<file path="config.mk">
export PLATFORM = sky130hd
export DESIGN_NAME = mca_cycle_master
export DESIGN_NICKNAME = d
export VERILOG_FILES = /design/src/rtl/mca_cycle_master.sv
export SDC_FILE = /design/constraint.sdc
export NUM_CORES = 1
export LEC_CHECK = 0
export CAP_MARGIN = 20
export CORE_ASPECT_RATIO = 0.6
export CORE_MARGIN = 2
export CORE_UTILIZATION = 45
export CTS_CLUSTER_SIZE = 25
export DETAILED_ROUTE_END_ITERATION = 10
export GPL_ROUTABILITY_DRIVEN = 1
export GPL_TIMING_DRIVEN = 0
export PLACE_DENSITY = 0.8
export SLEW_MARGIN = 10
export SYNTH_ARGS = -nofsm -noshare
export SYNTH_HDL_FRONTEND = slang
export SYNTH_SLANG_ARGS = --single-unit
</file>
<file path="constraint.sdc">
create_clock -name ext_clock -period 2.35 [get_ports ext_clock]
set_clock_uncertainty 0.1 [all_clocks]
set_input_delay 0.47 -clock ext_clock [delete_from_list [all_inputs] [get_ports ext_clock]]
set_output_delay 0.47 -clock ext_clock [all_outputs]
set_load 0.05 [all_outputs]
</file>
<file path="src/rtl/mca_cycle_master.sv">
// ============================================================================
// mca_cycle_master : MCA bus master for single 8-bit I/O and POS setup cycles
// Revision 1.0
// ============================================================================
`default_nettype none

module mca_cycle_master #(
  parameter int CMD_MIN       = 3,
  parameter int CHRDY_TIMEOUT = 64
) (
  input  logic        ext_clock,
  input  logic        chreset_l,
  input  logic        req_valid,
  output logic        req_ready,
  input  logic        req_write,
  input  logic        req_setup,
  input  logic [15:0] req_addr,
  input  logic [7:0]  req_wdata,
  output logic        resp_valid,
  output logic [7:0]  resp_rdata,
  output logic        resp_nosel,
  output logic        resp_timeout,
  output logic        adl_l,
  output logic        cmd,
  output logic        s0_w_l,
  output logic        s1_r_l,
  output logic        m_io,
  output logic        cd_setup_l,
  output logic [15:0] a,
  output logic [7:0]  d_out,
  output logic        d_oe,
  input  logic [7:0]  d_in,
  input  logic        cd_sfdbk,
  input  logic        cd_chrdy_l
);

  localparam int CW = $clog2(CHRDY_TIMEOUT + 1);
  localparam logic [CW-1:0] C_MIN = CW'(CMD_MIN);
  localparam logic [CW-1:0] C_TMO = CW'(CHRDY_TIMEOUT);

  typedef enum logic [2:0] {
    ST_IDLE = 3'd0,
    ST_ADDR = 3'd1,
    ST_ADL  = 3'd2,
    ST_CMD  = 3'd3,
    ST_END  = 3'd4
  } state_e;

  state_e        state_q, state_d;
  logic [CW-1:0] cnt_q, cnt_d;
  logic [15:0]   addr_q, addr_d;
  logic [7:0]    wdata_q, wdata_d;
  logic          wr_q, wr_d;
  logic          setup_q, setup_d;
  logic [7:0]    rcap_q, rcap_d;
  logic          nosel_cap_q, nosel_cap_d;
  logic          tmo_cap_q, tmo_cap_d;
  logic          rvalid_q, rvalid_d;
  logic [7:0]    rdata_q, rdata_d;
  logic          rnosel_q, rnosel_d;
  logic          rtmo_q, rtmo_d;

  logic          w_active;
  logic          w_cmd_exit;
  logic          w_cmd_tmo;

  always_ff @(posedge ext_clock) begin
    if (!chreset_l) begin
      state_q     <= ST_IDLE;
      cnt_q       <= '0;
      addr_q      <= '0;
      wdata_q     <= '0;
      wr_q        <= 1'b0;
      setup_q     <= 1'b0;
      rcap_q      <= '0;
      nosel_cap_q <= 1'b0;
      tmo_cap_q   <= 1'b0;
      rvalid_q    <= 1'b0;
      rdata_q     <= '0;
      rnosel_q    <= 1'b0;
      rtmo_q      <= 1'b0;
    end else begin
      state_q     <= state_d;
      cnt_q       <= cnt_d;
      addr_q      <= addr_d;
      wdata_q     <= wdata_d;
      wr_q        <= wr_d;
      setup_q     <= setup_d;
      rcap_q      <= rcap_d;
      nosel_cap_q <= nosel_cap_d;
      tmo_cap_q   <= tmo_cap_d;
      rvalid_q    <= rvalid_d;
      rdata_q     <= rdata_d;
      rnosel_q    <= rnosel_d;
      rtmo_q      <= rtmo_d;
    end
  end

  // Timeout takes priority over a ready adapter on the same clock.
  assign w_cmd_tmo  = (cnt_q == C_TMO);
  assign w_cmd_exit = w_cmd_tmo || ((cnt_q >= C_MIN) && !cd_chrdy_l);

  always_comb begin
    state_d     = state_q;
    cnt_d       = cnt_q;
    addr_d      = addr_q;
    wdata_d     = wdata_q;
    wr_d        = wr_q;
    setup_d     = setup_q;
    rcap_d      = rcap_q;
    nosel_cap_d = nosel_cap_q;
    tmo_cap_d   = tmo_cap_q;
    rvalid_d    = 1'b0;
    rdata_d     = rdata_q;
    rnosel_d    = rnosel_q;
    rtmo_d      = rtmo_q;

    unique case (state_q)
      ST_IDLE: begin
        if (req_valid && req_ready) begin
          state_d     = ST_ADDR;
          addr_d      = req_addr;
          wdata_d     = req_wdata;
          wr_d        = req_write;
          setup_d     = req_setup;
          rcap_d      = '0;
          nosel_cap_d = 1'b0;
          tmo_cap_d   = 1'b0;
        end
      end
      ST_ADDR: begin
        state_d = ST_ADL;
      end
      ST_ADL: begin
        state_d     = ST_CMD;
        cnt_d       = CW'(1);
        nosel_cap_d = !setup_q && !cd_sfdbk;
      end
      ST_CMD: begin
        if (w_cmd_exit) begin
          state_d   = ST_END;
          tmo_cap_d = w_cmd_tmo;
          rcap_d    = wr_q ? 8'h00 : d_in;
        end else begin
          cnt_d = cnt_q + CW'(1);
        end
      end
      ST_END: begin
        state_d  = ST_IDLE;
        rvalid_d = 1'b1;
        rdata_d  = rcap_q;
        rnosel_d = nosel_cap_q;
        rtmo_d   = tmo_cap_q;
        cnt_d    = '0;
        addr_d   = '0;
        wdata_d  = '0;
        wr_d     = 1'b0;
        setup_d  = 1'b0;
      end
      default: begin
        state_d = ST_IDLE;
      end
    endcase
  end

  assign w_active     = (state_q != ST_IDLE);
  assign req_ready    = (state_q == ST_IDLE) && chreset_l;
  assign resp_valid   = rvalid_q;
  assign resp_rdata   = rdata_q;
  assign resp_nosel   = rnosel_q;
  assign resp_timeout = rtmo_q;
  assign adl_l        = (state_q != ST_ADL);
  assign cmd          = (state_q != ST_CMD);
  assign s0_w_l       = !(w_active && wr_q);
  assign s1_r_l       = !(w_active && !wr_q);
  assign m_io         = !w_active;
  assign cd_setup_l   = !(w_active && setup_q);
  assign a            = addr_q;
  assign d_out        = wdata_q;
  assign d_oe         = wr_q && ((state_q == ST_ADL) || (state_q == ST_CMD) || (state_q == ST_END));

endmodule

`default_nettype wire

</file>
==> impl_metrics.env <==
export IMPL_cts_tree="built"
export IMPL_worst_path_stages=5
export IMPL_synth_area_um2=2350
export IMPL_cp_common_cell="buf_6"
export IMPL_endpoint="d_oe"
export IMPL_slew_headroom=0.585
export IMPL_min_path_type="reg -> reg"
export IMPL_gp_congestion=0.879
export IMPL_fp_dieArea_um2=5830
export IMPL_critPathArrivalTime_ps=1740
export IMPL_grt_pass1_wl_um=10600
export IMPL_core_area_um2=5050
export IMPL_grt_overflow=0
export IMPL_detailed_place_hpwl_um=4690
export IMPL_synth_edf_count=0
export IMPL_synth_top_area_frac=0.486
export IMPL_r2r_slack_ps=120
export IMPL_path_class="reg -> out"
export IMPL_cp_buffers_inverters=2
export IMPL_antenna_found_initial=0
export IMPL_cp_slowest_cell="or3b_4"
export IMPL_p_leak_nw=1.20
export IMPL_post_route_period_util=0.982
export IMPL_instances_no_fill=445
export IMPL_port_buffer_count=81
export IMPL_path_cells="or3b_4 > buf_6 > o21a_4 > and2b_1 > buf_6"
export IMPL_layout_nets=415
export IMPL_critPathMaxStageDelay_ps=390
export IMPL_synth_most_common_cell="nand2_1"
export IMPL_critical_path_max_fanout=8
export IMPL_post_cts_setup_buffers=0
export IMPL_fin_tns_setup_ps=0
export IMPL_synth_area_per_cell_um2=8.30
export IMPL_status="finished, final reports clean"
export IMPL_clk_pin_slew_ps=60
export IMPL_antenna_cells=0
export IMPL_rows=20
export IMPL_grt_max_degree=11
export IMPL_grt_pass1_vias=2240
export IMPL_hold_buffers=0
export IMPL_finalWorstSetupSlack_ps=41.2
export IMPL_cts_path_max_buffers=2
export IMPL_start_util=0.465
export IMPL_root_buffer="clkbuf_8"
export IMPL_cp_end_kind="output port"
export IMPL_ys_top_cells_by_count="nand2_1, dfxtp_1, a21boi_0"
export IMPL_synthDistinctLibCells=38
export IMPL_synth_top_area_cell="dfxtp_1"
export IMPL_numCtsBuffers=9
export IMPL_ios=82
export IMPL_vias=2348
export IMPL_ff2ff_path_depth=7
export IMPL_syn2layout_area_growth_pct=48.4
export IMPL_min_period_ps=2310
export IMPL_setup_viol=0
export IMPL_vias_per_cell=5.28
export IMPL_synth_ff_type="dfxtp_1"
export IMPL_drtIter0Drc=123
export IMPL_ys_top_cells_by_area="dfxtp_1, nand2_1, a21boi_0, nand3_1, a21oi_1"
export IMPL_holdWs_ps=352
export IMPL_drv_cap=0
export IMPL_wirelength_um=6530
export IMPL_pre_cts_ws_ps=-304
export IMPL_syn_instance_count=283
export IMPL_drc=0
export IMPL_worst_ep_required_time_ps=1780
export IMPL_die_w_um=97.3
export IMPL_start_kind="register"
export IMPL_slew_viol_final=0
export IMPL_syn_num_nets=324
export IMPL_crit_start="state_q[0]$_SDFFE_PN0P_"
export IMPL_final_hold_viol_count=0
export IMPL_clk_latency_ps=340
export IMPL_grtUsageTotal=0.234
export IMPL_ant_nets=0
export IMPL_async_flop_share=0
export IMPL_numPlacedInstances=430
export IMPL_p_per_area_nw_per_um2=666
export IMPL_cts_sinks=57
export IMPL_wl_per_cell_um=14.7
export IMPL_reg2reg_from="state_q[0]$_SDFFE_PN0P_"
export IMPL_drt_first_pass_iters=4
export IMPL_ys_ff_latch=57
export IMPL_fmax_mhz=433
export IMPL_drive_above_1_share=0.0976
export IMPL_fp_dieH_um=60.0
export IMPL_tightestPinTransition_ps=616
export IMPL_cp_top_family="simple AND/OR/NAND/NOR gates"
export IMPL_r2r_end="cnt_q[2]$_SDFFE_PN0P_"
export IMPL_htree_levels=3
export IMPL_yosysSeqAreaShare=0.486
export IMPL_ir_drop_mv=0.448
export IMPL_yosys_warnings=0
per-stage QoR:
stage / power (mW) / util / cell area (um2)
finish: 2.32 / 0.690 / 3490
floorplan: 1.24 / - / 2350
detailed placement: 1.40 / 0.642 / 3240
global placement: 1.40 / 0.642 / 3240
CTS: 2.34 / 0.683 / 3450
global route: 2.41 / 0.690 / 3490
where the power goes:
group | switching, mW | internal, mW
clock network | 0.393 | 0.547
logic | 0.218 | 0.150
registers | 0.0206 | 0.993
total | 0.631 | 1.69
registers in the layout, summed over array words and instances (netlist names), 3 cells and up:
signal	count
resp_rdata	8
a	16
rcap_q	8
state_q	3
cnt_q	7
d_out	8
cells by family after synthesis:
group                    share of synthesized area
AO/OA/AOI/OAI                                0.185
adder cells (fa/ha/maj)                     0.0106
buffers and inverters                       0.0437
flip-flops                                   0.486
AND/OR/NAND/NOR                              0.275
placed cells by master, fill, tap and decap left out, drive strengths merged, types with 2 or more instances in the layout:
master,synthesis,final
dlygate4sd2,0,2
nand3,28,28
nor2,5,5
a21boi,31,31
nand2b,2,2
o21a,2,2
a21oi,18,18
and3,2,2
a31oi,3,3
and2b,2,2
clkinv,0,2
clkdlybuf4s50,0,73
nand2,66,66
inv,6,6
dfxtp,57,57
o21ai,8,8
clkdlybuf4s15,0,4
and2,3,3
nand3b,8,8
buf,3,5
or3,7,7
ha,2,2
clkbuf,16,27
timing repair:
item / CTS / global route
resized for setup: 28 / 15
setup endpoints to repair: 8 / 24
pin swaps: 0 / 0
worst min-delay path by stage:
stage	startpoint	endpoint	slack, ps	cells after the start
global placement	d_out[7]$_SDFFE_PN0P_	d_out[7]$_SDFFE_PN0P_	340	2
finish	a[8]$_SDFFE_PN0P_	a[8]$_SDFFE_PN0P_	350	2
detailed placement	a[8]$_SDFFE_PN0P_	a[8]$_SDFFE_PN0P_	350	2
floorplan	nosel_cap_q$_SDFFE_PN0P_	resp_nosel$_SDFFE_PN0P_	340	2
global route	a[12]$_SDFFE_PN0P_	a[12]$_SDFFE_PN0P_	370	2
CTS	a[8]$_SDFFE_PN0P_	a[8]$_SDFFE_PN0P_	350	2
area by class of cell:
type	count	area, um2
clock buffer	12	155
tap	66	82.6
multi-input combinational	201	1130
inverter	6	22.5
sequential	57	1150
buffer	18	85.1
timing repair buffer	81	810
clock inverter	4	51.3
fill	433	1570
metal layers:
metal / wire [um] / vias to the layer above / track usage
li1: - / 1158 / -
met1: 2850 / 1088 / 0.294
met2: 2820 / 93 / 0.355
met3: 796 / 9 / 0.123
met4: 63 / 0 / 0.0714
met5: 0 / - / 0
worst min-delay path: stages, from the launching register on:
cell	delay [ps]
dfxtp_1	310
nand2_1	50
a21oi_1	50
Power figures use the tool's default switching activity.
